### config.mk
export PLATFORM = sky130hd
export DESIGN_NAME = ysyx_23060096_ifu
export DESIGN_NICKNAME = d
export VERILOG_FILES = /design/src/rtl/ysyx_23060096_ifu.sv
export SDC_FILE = /design/constraint.sdc
export NUM_CORES = 1
export LEC_CHECK = 0
export CORE_UTILIZATION = 45
export DETAILED_ROUTE_END_ITERATION = 6
export GPL_ROUTABILITY_DRIVEN = 0
export PLACE_DENSITY = 0.84
export SYNTH_ARGS = -nofsm -noshare
export SYNTH_HDL_FRONTEND = slang
export SYNTH_SLANG_ARGS = --single-unit
### constraint.sdc
create_clock -name clk -period 6.4 [get_ports clk]
set_clock_uncertainty 0.1 [all_clocks]
set_input_delay 1.28 -clock clk [delete_from_list [all_inputs] [get_ports clk]]
set_output_delay 1.28 -clock clk [all_outputs]
set_load 0.01 [all_outputs]
### src/rtl/ysyx_23060096_ifu.sv
// Purpose: instruction fetch unit. It holds the PC, issues one imem request at a time and hands {inst, pc} to decode.
// Latency: request in cycle N, response in N+1, out_valid in N+2, next request in N+3 when out_ready is high in N+2.
// Backpressure: HOLD keeps out_inst/out_pc stable until out_ready, and no new request is issued while holding.
//
// Ports:
//   clk, rstn                      clock; synchronous active-high reset
//   imem_req_valid/ready, imem_addr request channel; imem_addr always shows the current PC
//   imem_resp_valid, imem_rdata     response channel; only consumed in WAIT
//   redirect_valid, redirect_pc     branch/jump target; the low two bits are cleared
//   out_valid/ready, out_inst/pc    instruction handed to decode
module ysyx_23060096_ifu #(
  parameter int              XLEN     = 32,
  parameter logic [XLEN-1:0] RESET_PC = XLEN'(32'h8000_0000)
) (
  input  logic            clk,
  input  logic            rstn,
  output logic            imem_req_valid,
  input  logic            imem_req_ready,
  output logic [XLEN-1:0] imem_addr,
  input  logic            imem_resp_valid,
  input  logic [XLEN-1:0] imem_rdata,
  input  logic            redirect_valid,
  input  logic [XLEN-1:0] redirect_pc,
  output logic            out_valid,
  input  logic            out_ready,
  output logic [XLEN-1:0] out_inst,
  output logic [XLEN-1:0] out_pc
);

  typedef enum logic [1:0] {
    S_REQ  = 2'd0,
    S_WAIT = 2'd1,
    S_HOLD = 2'd2
  } state_t;

  state_t          state;
  state_t          stateNext;
  logic [XLEN-1:0] pc;
  logic            kill;
  logic [XLEN-1:0] instQ;
  logic [XLEN-1:0] instPcQ;

  // A response is kept only if it belongs to the current PC stream.
  // The stream is broken by an earlier redirect (kill) or by a redirect in this same cycle.
  logic takeResp;
  assign takeResp = (state == S_WAIT) && imem_resp_valid && !kill && !redirect_valid;

  // State register and datapath
  always_ff @(posedge clk) begin
    if (rstn) begin
      state   <= S_REQ;
      pc      <= RESET_PC;
      kill    <= 1'b0;
      instQ   <= '0;
      instPcQ <= '0;
    end else begin
      state <= stateNext;

      if (redirect_valid)
        pc <= redirect_pc & ~XLEN'(3);
      else if (takeResp)
        pc <= pc + XLEN'(4);

      // kill marks the single outstanding request as stale. That request was
      // accepted with the old PC, or it was still in flight when the redirect arrived.
      if (state == S_REQ && imem_req_ready && redirect_valid)
        kill <= 1'b1;
      else if (state == S_WAIT) begin
        if (imem_resp_valid)
          kill <= 1'b0;
        else if (redirect_valid)
          kill <= 1'b1;
      end

      if (takeResp) begin
        instQ   <= imem_rdata;
        instPcQ <= pc;
      end
    end
  end

  // Next-state logic
  always_comb begin
    stateNext = state;
    unique case (state)
      S_REQ: begin
        if (imem_req_ready)
          stateNext = S_WAIT;
      end
      S_WAIT: begin
        if (imem_resp_valid)
          stateNext = takeResp ? S_HOLD : S_REQ;
      end
      S_HOLD: begin
        // A redirect drops the held instruction even if decode accepts it in this cycle.
        if (redirect_valid || out_ready)
          stateNext = S_REQ;
      end
      default: stateNext = S_REQ;
    endcase
  end

  // Outputs
  always_comb begin
    imem_req_valid = (state == S_REQ);
    imem_addr      = pc;
    out_valid      = (state == S_HOLD);
    out_inst       = instQ;
    out_pc         = instPcQ;
  end

endmodule
==> flow_metrics.py <==
metrics = {
    "die": {
        "num_io_pins": 168,
        "start_util_pct": 46.34,
        "num_rows": 34,
        "die_x_um": 96.77,
        "fp.dieArea_um2": 9363,
        "die-height_um": 96.77,
        "core_um2": 8721,
    },
    "sta": {
        "tns_ns": 0,
        "setup_viol": 0,
        "hold_violations": 0,
        "rsz0062_at_grt": "no",
        "tightestPinTransition_ns": 0.8884,
        "period_share_pct": 57.97,
        "max_freq_mhz": 269.5,
        "slew_headroom_pct": 40.23,
        "maxSlewViolCount": 0,
        "finalCriticalPeriod_ns": 3.710,
    },
    "cts": {
        "cts_tree": "built",
        "cts.path.max_buffers": 2,
        "cts.clk_slew.worst_paths_ns": 0.09,
        "root_buffer": "clkbuf_8",
        "cts_buffers": 9,
        "hold_buffers": 0,
        "post_cts_resized": 0,
        "postCtsSetupRepairBufs": 0,
        "clkLatencyLatePin_ns": 0.35,
        "cts_num_sinks": 95,
        "htree_num_levels": 3,
    },
    "finish": {
        "nets": 720,
        "drive_gt1_share_pct": 3.976,
        "final_cell_mix": "clkdlybuf4s50_1 (160), nand2_1 (139), dfxtp_1 (95)",
        "layout_commonest_cell": "clkdlybuf4s50_1",
        "register_area_um2": 1902,
        "antennaDiodeCount": 0,
        "area_growth_pct": 45.98,
        "nFillCells": 708,
        "final_util_pct": 67.65,
        "multiInputGateArea_um2": 1951,
        "fin_area_um2": 5899,
    },
    "hold_path": {
        "min_path_type": "flop to flop",
        "hold_depth": 2,
        "min_to": "out_pc[10]",
        "min_from": "out_pc[10]",
    },
    "power": {
        "p_sw_mw": 0.3027,
        "ir_drop_mv": 0.1416,
        "p_seq_share_pct": 51.1,
        "power_frac_comb_pct": 12.4,
        "power.density_nw_per_um2": 213.2,
        "p_leak_nw": 1.919,
        "p_int_mw": 0.9550,
        "clkPwrFrac_pct": 36.5,
        "switching_share_pct": 24.07,
    },
    "grt": {
        "grt_pass1_vias": 3985,
        "antenna_found_initial": 0,
        "grt_max_degree": 72,
        "grt_overflow": 0,
        "grt_pass1_wl_um": 19260,
        "gr-max-usage-layer": "met2",
        "grt_util_met3_pct": 5.058,
        "use_met1_pct": 31.95,
        "gr-usage-met2_pct": 41.22,
        "grt_util_all_layers_pct": 25.07,
    },
    "outcome": {
        "status": "completed",
    },
    "critical_path": {
        "worstPathMaxFanout": 18,
        "r2r_cells": 4,
        "reg2reg_from": "state[0]",
        "worstSetupEndpointType": "flop",
        "arrival_ns": 3.87,
        "regToRegSetupSlack_ns": 3.69,
        "startpoint_type": "primary input",
        "r2r-end": "imem_addr[26]",
        "cp.required_ns": 6.56,
        "criticalPathCategory": "primary input to flop",
    },
    "routing": {
        "vias": 4204,
        "vias_per_cell": 5.517,
        "drcViolationCount": 0,
        "postRouteAntennaNets": 0,
        "wl_per_cell_um": 15.27,
        "drt_first_pass_iters": 5,
        "drt_wl_total_um": 11640,
        "first_iter_violations": 325,
    },
    "yosys": {
        "ys_warn_count": 0,
        "synth.distinct_cells": 41,
        "synth.yosys.seq_area_share_pct": 47.06,
        "synth_flop_cell": "dfxtp_1",
        "synth_area_um2": 4041,
        "synthArstFlopShare_pct": 0,
        "synth_cells": 513,
        "syn_area_per_cell_um2": 7.878,
        "synth_edf_count": 0,
        "synth_seq_cells": 95,
    },
    "job": {
        "drv_cap": 0,
    },
    "place": {
        "dpl.hpwl_um": 8209,
        "placed_cell_area_um2": 5658,
        "io_buffers": 161,
    },
}
state kept, by name, summed over array words and instances (netlist names):
| name | flops |
|---|---|
| imem_addr | 30 |
| kill | 1 |
| out_inst | 32 |
| out_pc | 30 |
| state | 2 |
cell families (layout without fill, tap and decap cells):
| group | after synthesis | in the layout | share of synthesized area [%] |
|---|---|---|---|
| other | 1 | 4 | 0.09279 |
| xor gates and xnor gates | 9 | 9 | 1.951 |
| and+or+nand+nor | 238 | 238 | 27.12 |
| AOI/OAI and AO/OA | 116 | 116 | 17.86 |
| adders and majority gates | 1 | 1 | 0.3095 |
| DFF | 95 | 95 | 47.06 |
| buffers and inverters | 52 | 190 | 5.356 |
| muxes | 1 | 1 | 0.2477 |
per-layer routing:
layer | share of wire, % | routed length [um] | up-vias
li1 | - | - | 2063
met1 | 42 | 4921 | 1966
met2 | 49 | 5692 | 149
met3 | 6.1 | 704 | 26
met4 | 2.7 | 317 | 0
met5 | 0 | 0 | -
cell type report:
type	count	area share, %
clock buffers	12	2.800
clock inverters	4	1.294
inverters	9	0.5726
multi-input cells	369	33.06
flip-flops and latches	95	32.24
well taps	108	2.291
repair buffers	165	27.74
power groups by stage:
stage | Sequential [mW] | Combinational [mW] | Clock [mW]
5_1_grt | 0.646 | 0.170 | 0.493
4_1_cts | 0.642 | 0.157 | 0.471
2_1_floorplan | 0.655 | 0.0587 | 0
3_5_place_dp | 0.655 | 0.157 | 0
3_3_place_gp | 0.654 | 0.154 | 0
6_report | 0.642 | 0.157 | 0.459
through the flow:
| stage | total power [mW] | std cells | setup WS (ns) | hold slack (ns) |
|---|---|---|---|---|
| floorplan | 0.7140 | 516 | 3.350 | 0.3628 |
| global placement | 0.8074 | 746 | 2.384 | 0.3415 |
| detailed placement | 0.8117 | 746 | 2.356 | 0.3459 |
| CTS | 1.270 | 762 | 2.723 | 0.3585 |
| global route | 1.309 | 762 | 2.532 | 0.3759 |
| finish | 1.258 | 762 | 2.690 | 0.3564 |
cell usage after synthesis, drive strengths merged (3+ instances only):
cell type	number	area (um2)
nor3	8	40.04
dfxtp	95	1902
nand4	12	75.07
clkbuf	35	132.6
o31ai	10	75.07
and3	3	18.77
buf	8	50.05
and4	6	52.55
a311oi	19	166.4
o21ai	5	25.02
inv	9	33.78
nand2	140	525.5
a21oi	65	325.3
a211oi	10	75.07
xnor2	3	26.28
nor2	28	105.1
xor2	6	52.55
or4	13	97.59
nand3	10	50.05
or3	6	37.54
worst max-delay path by stage:
stage                     from            end  slack, ns  cells after the start
3_5_place_dp   imem_resp_valid  imem_addr[26]       2.36                      5
5_1_grt         redirect_valid     out_pc[18]       2.53                      6
2_1_floorplan  imem_resp_valid  imem_addr[16]       3.35                      6
3_3_place_gp   imem_resp_valid  imem_addr[16]       2.38                      5
4_1_cts        imem_resp_valid  imem_addr[26]       2.72                      5
6_report       imem_resp_valid  imem_addr[26]       2.69                      5
critical path, cell delays in order:
cell and delay [ns]:
clkdlybuf4s50_1 0.52, nand4bb_1 0.37, or4_1 0.87, or4b_1 0.57, a311oi_1 0.27
(Power assumes the default switching activity.)
